<file path="src/rtl/data_sram_ctrl_pkg.sv">
// Shared encodings and defaults for the MEM-stage data SRAM controller.
// Holds FSM states, default access length and the claimed address window.
package data_sram_ctrl_pkg;

    typedef enum logic [1:0] {
        DSRAM_IDLE   = 2'd0,
        DSRAM_ACCESS = 2'd1,
        DSRAM_DONE   = 2'd2
    } dsram_state_t;

    localparam int          DSRAM_WAIT_CYCLES_DEF = 2;
    localparam int          DSRAM_CNT_W           = 4;
    localparam logic [31:0] DSRAM_BASE_ADDR       = 32'h8000_0000;
    localparam logic [31:0] DSRAM_SIZE_BYTES      = 32'h0040_0000;

    // Subtract-then-compare so a window ending at 2^32 needs no 33-bit bound.
    function automatic logic dsram_in_window(input logic [31:0] addr,
                                             input logic [31:0] base,
                                             input logic [31:0] size);
        return (addr >= base) && ((addr - base) < size);
    endfunction

endpackage

</file>
<file path="src/rtl/data_sram_ctrl_if.sv">
// MEM-stage side of the data-memory request: request fields, flush, and the
// stall / read data / address-error responses.
interface data_sram_ctrl_if;
    logic        mem_ce_i;
    logic        mem_we_i;
    logic [3:0]  mem_sel_i;
    logic [31:0] mem_addr_i;
    logic [31:0] mem_data_i;
    logic        flush_i;
    logic [31:0] mem_data_o;
    logic        stall_o;
    logic        mem_err_o;

    modport master (
        output mem_ce_i, mem_we_i, mem_sel_i, mem_addr_i, mem_data_i, flush_i,
        input  mem_data_o, stall_o, mem_err_o
    );

    modport slave (
        input  mem_ce_i, mem_we_i, mem_sel_i, mem_addr_i, mem_data_i, flush_i,
        output mem_data_o, stall_o, mem_err_o
    );
endinterface

</file>
<file path="src/rtl/data_sram_ctrl.sv">
// Data SRAM controller: runs one async-SRAM read/write per MEM-stage request (DSRAM_ADDR_CHECK_EN adds window check).
// Latency: WAIT_CYCLES+1 cycles per access (IDLE + WAIT_CYCLES in ACCESS), then a DONE cycle.
// Backpressure: stall_o is combinational from the request and stays high until the DONE cycle.
module data_sram_ctrl
    import data_sram_ctrl_pkg::*;
#(
    parameter int          ADDR_W      = 20,
    parameter int          WAIT_CYCLES = DSRAM_WAIT_CYCLES_DEF,
    parameter logic [31:0] BASE_ADDR   = DSRAM_BASE_ADDR,
    parameter logic [31:0] SIZE_BYTES  = DSRAM_SIZE_BYTES
) (
    input  logic              clk,
    input  logic              rst_n,
    data_sram_ctrl_if.slave   mem,
    output logic              sram_ce_n,
    output logic              sram_oe_n,
    output logic              sram_we_n,
    output logic [3:0]        sram_be_n,
    output logic [ADDR_W-1:0] sram_addr,
    output logic [31:0]       sram_wdata,
    input  logic [31:0]       sram_rdata
);

    dsram_state_t           state_q, state_d;
    logic [DSRAM_CNT_W-1:0] cnt_q;
    logic                   we_q;
    logic [31:0]            rdata_q;

    logic req, addr_err, accept, last, abort;

    assign req = mem.mem_ce_i & (|mem.mem_sel_i);

`ifdef DSRAM_ADDR_CHECK_EN
    assign addr_err = (state_q == DSRAM_IDLE) & req &
                      ~dsram_in_window(mem.mem_addr_i, BASE_ADDR, SIZE_BYTES);
    logic unused_addr;
    assign unused_addr = ^mem.mem_addr_i[1:0];
`else
    assign addr_err = 1'b0;
    logic unused_addr;
    assign unused_addr = ^{mem.mem_addr_i[31:ADDR_W+2], mem.mem_addr_i[1:0],
                           BASE_ADDR, SIZE_BYTES};
`endif

    assign accept = (state_q == DSRAM_IDLE) & req & ~addr_err & ~mem.flush_i;
    assign last   = (state_q == DSRAM_ACCESS) & (cnt_q == '0);
    // Only reads may be abandoned on flush; a write already on the pins must finish.
    assign abort  = (state_q == DSRAM_ACCESS) & ~we_q & mem.flush_i;

    assign mem.stall_o    = rst_n & req & ~addr_err & (state_q != DSRAM_DONE);
    assign mem.mem_err_o  = rst_n & addr_err;
    assign mem.mem_data_o = rdata_q;

    always_comb begin
        state_d = state_q;
        unique case (state_q)
            DSRAM_IDLE:   if (accept) state_d = DSRAM_ACCESS;
            DSRAM_ACCESS: begin
                if (abort)     state_d = DSRAM_IDLE;
                else if (last) state_d = DSRAM_DONE;
            end
            DSRAM_DONE:   state_d = DSRAM_IDLE;
            default:      state_d = DSRAM_IDLE;
        endcase
    end

    always_ff @(posedge clk) begin
        if (!rst_n) state_q <= DSRAM_IDLE;
        else        state_q <= state_d;
    end

    always_ff @(posedge clk) begin
        if (!rst_n) begin
            sram_ce_n  <= 1'b1;
            sram_oe_n  <= 1'b1;
            sram_we_n  <= 1'b1;
            sram_be_n  <= 4'hF;
            sram_addr  <= '0;
            sram_wdata <= '0;
            rdata_q    <= '0;
            cnt_q      <= '0;
            we_q       <= 1'b0;
        end else if (accept) begin
            sram_ce_n  <= 1'b0;
            sram_oe_n  <= mem.mem_we_i;
            sram_we_n  <= ~mem.mem_we_i;
            sram_be_n  <= ~mem.mem_sel_i;
            sram_addr  <= mem.mem_addr_i[ADDR_W+1:2];
            sram_wdata <= mem.mem_data_i;
            we_q       <= mem.mem_we_i;
            cnt_q      <= DSRAM_CNT_W'(WAIT_CYCLES - 1);
        end else if (state_q == DSRAM_ACCESS) begin
            if (abort || last) begin
                sram_ce_n <= 1'b1;
                sram_oe_n <= 1'b1;
                sram_we_n <= 1'b1;
                sram_be_n <= 4'hF;
                cnt_q     <= '0;
            end else begin
                cnt_q <= cnt_q - 1'b1;
            end
            if (last && !we_q && !abort) rdata_q <= sram_rdata;
        end
    end

endmodule

</file>
<file path="src/flat_wrapper.sv">
// flat-port wrapper written by rule: the top's interface ports become plain ports
module data_sram_ctrl_flat import data_sram_ctrl_pkg::*;
#(
    parameter int          ADDR_W      = 20,
    parameter int          WAIT_CYCLES = DSRAM_WAIT_CYCLES_DEF,
    parameter logic [31:0] BASE_ADDR   = DSRAM_BASE_ADDR,
    parameter logic [31:0] SIZE_BYTES  = DSRAM_SIZE_BYTES
)
  (clk, rst_n, sram_ce_n, sram_oe_n, sram_we_n, sram_be_n, sram_addr, sram_wdata, sram_rdata, mem_mem_ce_i, mem_mem_we_i, mem_mem_sel_i, mem_mem_addr_i, mem_mem_data_i, mem_flush_i, mem_mem_data_o, mem_stall_o, mem_mem_err_o);
  data_sram_ctrl_if mem_i ();
  input  logic clk;
  input  logic rst_n;
  output logic sram_ce_n;
  output logic sram_oe_n;
  output logic sram_we_n;
  output logic [3:0] sram_be_n;
  output logic [ADDR_W-1:0] sram_addr;
  output logic [31:0] sram_wdata;
  input  logic [31:0] sram_rdata;
  input wire logic [$bits(mem_i.mem_ce_i)-1:0] mem_mem_ce_i;
  input wire logic [$bits(mem_i.mem_we_i)-1:0] mem_mem_we_i;
  input wire logic [$bits(mem_i.mem_sel_i)-1:0] mem_mem_sel_i;
  input wire logic [$bits(mem_i.mem_addr_i)-1:0] mem_mem_addr_i;
  input wire logic [$bits(mem_i.mem_data_i)-1:0] mem_mem_data_i;
  input wire logic [$bits(mem_i.flush_i)-1:0] mem_flush_i;
  output wire logic [$bits(mem_i.mem_data_o)-1:0] mem_mem_data_o;
  output wire logic [$bits(mem_i.stall_o)-1:0] mem_stall_o;
  output wire logic [$bits(mem_i.mem_err_o)-1:0] mem_mem_err_o;
  assign mem_i.mem_ce_i = mem_mem_ce_i;
  assign mem_i.mem_we_i = mem_mem_we_i;
  assign mem_i.mem_sel_i = mem_mem_sel_i;
  assign mem_i.mem_addr_i = mem_mem_addr_i;
  assign mem_i.mem_data_i = mem_mem_data_i;
  assign mem_i.flush_i = mem_flush_i;
  assign mem_mem_data_o = mem_i.mem_data_o;
  assign mem_stall_o = mem_i.stall_o;
  assign mem_mem_err_o = mem_i.mem_err_o;
  data_sram_ctrl #(.ADDR_W(ADDR_W), .WAIT_CYCLES(WAIT_CYCLES), .BASE_ADDR(BASE_ADDR), .SIZE_BYTES(SIZE_BYTES)) u_core (.clk(clk), .rst_n(rst_n), .mem(mem_i), .sram_ce_n(sram_ce_n), .sram_oe_n(sram_oe_n), .sram_we_n(sram_we_n), .sram_be_n(sram_be_n), .sram_addr(sram_addr), .sram_wdata(sram_wdata), .sram_rdata(sram_rdata));
endmodule
</file>
<file path="config.mk">
export PLATFORM = sky130hd
export DESIGN_NAME = data_sram_ctrl_flat
export DESIGN_NICKNAME = d
export VERILOG_FILES = /design/src/rtl/data_sram_ctrl_pkg.sv /design/src/rtl/data_sram_ctrl_if.sv /design/src/rtl/data_sram_ctrl.sv /design/src/flat_wrapper.sv
export SDC_FILE = /design/constraint.sdc
export NUM_CORES = 1
export LEC_CHECK = 0
export CAP_MARGIN = 20
export CORE_MARGIN = 8
export CORE_UTILIZATION = 25
export CTS_CLUSTER_DIAMETER = 100
export DETAILED_ROUTE_END_ITERATION = 8
export GPL_ROUTABILITY_DRIVEN = 0
export GPL_TIMING_DRIVEN = 0
export PLACE_DENSITY = 0.55
export SYNTH_ARGS = -nofsm -noshare
export SYNTH_HDL_FRONTEND = slang
export SYNTH_SLANG_ARGS = --single-unit
</file>
<file path="constraint.sdc">
create_clock -name clk -period 2.2 [get_ports clk]
set_input_delay 0.44 -clock clk [delete_from_list [all_inputs] [get_ports clk]]
set_output_delay 0.44 -clock clk [all_outputs]
set_load 0.05 [all_outputs]
</file>
### Word-level counts from Yosys, hierarchy flattened

Index checks and enable logic that the tools add are counted.

* register bits after elaboration: 98
* logic and storage cells: 59

* $add $sub $neg: 1
* eq/ne operators: 4
* multiplexer cells: 15
* bitwise logic cells: 14
* reductions and logical operators: 14

Operators with widths (count)
* 4-bit two-way mux: 4
* 1-bit AND: 8
* 1-bit two-way mux: 7
* 2-bit two-way mux: 3
* 1-bit inverter: 5
* 4-bit zero test: 1
* 4-bit inverter: 1
* 2-bit one-hot mux with 2 select lines: 1
* 2-bit AND reduction: 2
* 2-bit nonzero test: 2
* 4-bit OR reduction: 1
* 4-bit by 1-bit subtractor with 4-bit output, second input constant: 1
* 3-bit by 1-bit inequality test with 1-bit output, second input constant: 1
* 3-bit AND reduction: 1
* 2-bit by 1-bit equality test with 1-bit output, second input constant: 1
* 1-bit logical AND: 2
* 1-bit zero test: 2
* 2-bit zero test: 1
* 2-bit by 1-bit inequality test with 1-bit output, second input constant: 1
* 2-bit inequality test, second input constant: 1
* 2-bit OR reduction: 1
* 1-bit logical OR: 1

### Depth between registers and ports, before layout

* depth after elaboration: 7
* gate-level depth with buffers: 7
* mapped depth without buffers: 6

### Worst setup path after synthesis

OpenSTA, ideal clock, no wires.

* kind: input to output
* from: in rst_n
* to: out mem_stall_o
* data arrival time: 1.962 ns
* setup slack: -0.202 ns
* cell stages on the path: 5
* path buffers: 3
* path through: clkbuf_1 clkbuf_1 buf_1 o211ai_1 nor2_1

* word-level cells in the longest chain between the ends: 2

RTL lines
* start: declaration: line flat_wrapper.sv:12 `input logic rst_n;`
* 1-bit AND (2 in a row): line data_sram_ctrl.sv:50 `assign mem.stall_o = rst_n & req & ~addr_err & (state_q != DSRAM_DONE);`
* end: declaration: line flat_wrapper.sv:27 `output wire logic [$bits(mem_i.stall_o)-1:0] mem_stall_o;`

No other way between the ends.

### Worst setup path in the final report

* from: in mem_mem_sel_i[0]
* to: out mem_stall_o

* word-level cells in the longest chain between the ends: 4

RTL lines
* start: declaration: line flat_wrapper.sv:22 `input wire logic [$bits(mem_i.mem_sel_i)-1:0] mem_mem_sel_i;`
* 4-bit OR reduction: line data_sram_ctrl.sv:31 `assign req = mem.mem_ce_i & (|mem.mem_sel_i);`
* 1-bit AND: line data_sram_ctrl.sv:31
* 1-bit AND (2 in a row): line data_sram_ctrl.sv:50

No other way between the ends.

==> results list <==
* Floorplan die area: 18700 µm²
- Worst Path Class, Setup: primary input to output pin
* Critical path arrival: 1.66 ns
- Required time at the endpoint of the critical path: 1.76 ns
- A synthesized cell averages 8.14 µm².
* Seq cells post-synth: 98
* Total nets after synthesis: 554
* Clk_skew: 0.00865 ns
- For this configuration, the core starts out at a cell density of 0.253.
- The library cell used most frequently in the layout, excluding fill and tap cells, is sky130_fd_sc_hd__clkdlybuf4s50_1.
* Global routing usage summed across all routing layers: 0.136
- Chip height: 137 µm
* Yosys warns: 0
* Width of the die: 137 µm
- TritonCTS clock tree: yes
- Summed over all layers, the routed wires come to 13.0 mm.
* Final Hold Viols: 0
* Reg clk slew, reported paths: 0.07 ns
- Result of the run: finished, final reports clean
* Maximum fanout along the worst path: 4
* Number of nets with antenna violations after detailed routing: 0
- Pre-CTS setup slack: -0.888 ns
- The library cells used most frequently in the layout, excluding fill and tap cells, are sky130_fd_sc_hd__clkdlybuf4s50_1, sky130_fd_sc_hd__nand2_1, sky130_fd_sc_hd__dfxtp_1, sky130_fd_sc_hd__a21oi_1, sky130_fd_sc_hd__nand3_1.
- The worst pin sits at a relative slew slack of 0.544.
* Post-DR vias/cell: 4.48
* Clock insertion delay at the later pin of the skew report: 0.35 ns
- STA classifies the critical path endpoint as an output pin.
* Total inserted antenna cells: 0
* Final Instance Count excl. Fillers: 830
- For this run, the top clock speed supported by timing is 476 MHz.
- Placement Cell Area: 5700 µm²
* Setup repair after global routing missed its margin: no
- VDD sags by at most 0.000394 V.
- CTS Sinks: 98
- Final Slew Violations: 0
- In this run, distinct cell masters in the synthesized netlist total 35.
- Worst Slack Setup Final: 0.0980 ns
- Count of hold buffers inserted by post-cts repair: 0
* Number of enable flip-flop cells after synthesis: 0
- Remaining routing DRC violations: 0
* Vias in the first global route: 3764
* Final period util: 0.955
- Setup violations remaining at the end of the flow were counted as 0.
- Area delta synth->final: 65.4%
* Setup crit start kind: primary input
- Cell count after synthesis: 447
* # nets final: 748
- Max capacitance violation total: 0
* Via count: 3721
* First-pass iteration count of the detailed router: 4
- Setup Fix Bufs, Post-CTS: 0
- Minimum hold slack: 0.448 ns
- Number of antenna violations at the first check in global routing: 0
- Sum of overflow across all layers after global routing: 0
- Cell chosen for the clock root: sky130_fd_sc_hd__clkbuf_16
- In the final layout, the share of cells above drive strength 1 is 0.0619.
* Hpwl dp: 10.2 mm
- Counting the buffers created by CTS gives 9.
- In this run the power density over the cells is 712 nW/µm².
- The initialized floorplan defines 44 standard-cell rows.
* Port Buffer Count: 183
* Type of the tightest min-delay check: flop to flop
- Entering global routing, the biggest net connects 17 pins.
* Share of synthesized area occupied by flip-flops and latches: 0.539
* Number of placed cells counting well taps: 814
* CTS HTree Levels: 3
- In this run, the number of DRC markers left after iteration 0 of detailed routing was 96.
* Layout Cell Area excl Fill: 6020 µm²
* Wire length of the first global-routing pass: 20.0 mm
- Leakage Power: 0.00214 µW
- Counting along the longest clock path gives a buffer depth of 2.
* Share of flip-flops with an asynchronous set or reset: 0
- In the final routed layout, each cell accounts on average for 15.7 µm.
- At the pin with the least slew margin, the transition time is 0.682 ns.
* Commonest register cell after synthesis: sky130_fd_sc_hd__dfxtp_1
- I/O pin cnt: 198
- Shortest period the worst path allows: 2.10 ns
- Core outline area: 14400 µm²
- The synthesized netlist occupies a cell area of 3640 µm².
==> synthesized netlist by cell type, types with 2 or more instances <==
| library cell | number | share of area |
|---|---|---|
| sky130_fd_sc_hd__nand2b_1 | 3 | 0.0052 |
| sky130_fd_sc_hd__dfxtp_1 | 98 | 0.54 |
| sky130_fd_sc_hd__buf_4 | 2 | 0.0041 |
| sky130_fd_sc_hd__o211ai_1 | 4 | 0.0083 |
| sky130_fd_sc_hd__nor2b_1 | 2 | 0.0034 |
| sky130_fd_sc_hd__nand2_1 | 148 | 0.15 |
| sky130_fd_sc_hd__buf_6 | 9 | 0.028 |
| sky130_fd_sc_hd__a21oi_1 | 58 | 0.080 |
| sky130_fd_sc_hd__nand3_1 | 34 | 0.047 |
| sky130_fd_sc_hd__inv_1 | 4 | 0.0041 |
| sky130_fd_sc_hd__clkbuf_1 | 14 | 0.014 |
| sky130_fd_sc_hd__clkbuf_2 | 3 | 0.0041 |
| sky130_fd_sc_hd__o21ai_1 | 5 | 0.0069 |
| sky130_fd_sc_hd__a31oi_1 | 2 | 0.0034 |
| sky130_fd_sc_hd__buf_1 | 3 | 0.0031 |
| sky130_fd_sc_hd__nor4_1 | 2 | 0.0034 |
| sky130_fd_sc_hd__ha_1 | 2 | 0.0069 |
| sky130_fd_sc_hd__nor2_1 | 5 | 0.0052 |
| sky130_fd_sc_hd__buf_2 | 3 | 0.0041 |
| sky130_fd_sc_hd__o21ai_0 | 31 | 0.043 |
==> what timing repair did <==
item,CTS,global route
hold endpoints to repair,0,0
setup endpoints to repair,1,3
gates resized for setup,8,4
==> final cells by class <==
class                      count  area (µm²)
fill                        1452        8350
inverter                       4        15.0
buffer                        34         219
clock inverter                 5        62.6
timing repair buffer         183        1830
tap                          184         230
multi-input combinational    311        1460
clock buffer                  11         243
sequential                    98        1960
==> metrics by stage <==
| stage | util | power (µW) | setup TNS, ns |
|---|---|---|---|
| after floorplan | - | 2350 | 0 |
| after global placement | 0.397 | 2710 | -12.15 |
| after detailed placement | 0.397 | 2720 | -12.51 |
| after CTS | 0.418 | 4360 | 0 |
| after global routing | 0.419 | 4480 | 0 |
| final | 0.419 | 4280 | 0 |
==> final timing paths <==
check	from	to	slack, ns	cells past startpoint
hold / removal	u_core.sram_ce_n	u_core.sram_ce_n	0.45	2
setup / recovery	mem_mem_sel_i[0]	mem_stall_o	0.1	4
hold reg to reg	u_core.sram_ce_n	u_core.sram_ce_n	0.45	2
setup reg to reg	u_core.cnt_q[0]	u_core.mem.mem_data_o[14]	0.27	6
==> per-layer routing <==
metal / GRT usage / vias to the layer above / routed length [µm]
met2: 0.218 / 172 / 5680
met1: 0.143 / 1662 / 5150
li1: - / 1877 / -
met5: 0 / - / 0
met3: 0.0962 / 10 / 2070
met4: 0.0305 / 0 / 121
==> worst max-delay path, stage by stage <==
cell                              delay (ns)
sky130_fd_sc_hd__clkdlybuf4s50_1        0.46
sky130_fd_sc_hd__nor4_2                 0.46
sky130_fd_sc_hd__nor2_2                 0.07
sky130_fd_sc_hd__buf_2                  0.22
==> sequential cells by signal, indices dropped and copies added, names as in the netlist <==
name	flops
u_core.sram_oe_n	1
u_core.state_q	2
u_core.cnt_q	4
u_core.sram_ce_n	1
u_core.sram_addr	20
u_core.sram_be_n	4
u_core.we_q	1
u_core.sram_wdata	32
u_core.sram_we_n	1
u_core.mem.mem_data_o	32
==> power by group <==
part,switching (µW),internal [µW],total [µW]
clock network,689,921,1610
logic,460,331,790
registers,38.6,1840,1880
total,1190,3100,4280
==> cells by family (layout without fill, tap and decap cells) <==
logic type / Yosys count / after routing / synth area share
DFF: 98 / 98 / 0.539
adders and majority gates: 2 / 2 / 0.00687
buffers and inverters: 38 / 237 / 0.0619
and+or+nand+nor: 203 / 203 / 0.240
other: 1 / 1 / 0.00103
AOI/OAI and AO/OA: 105 / 105 / 0.152
(Power assumes the default switching activity.)
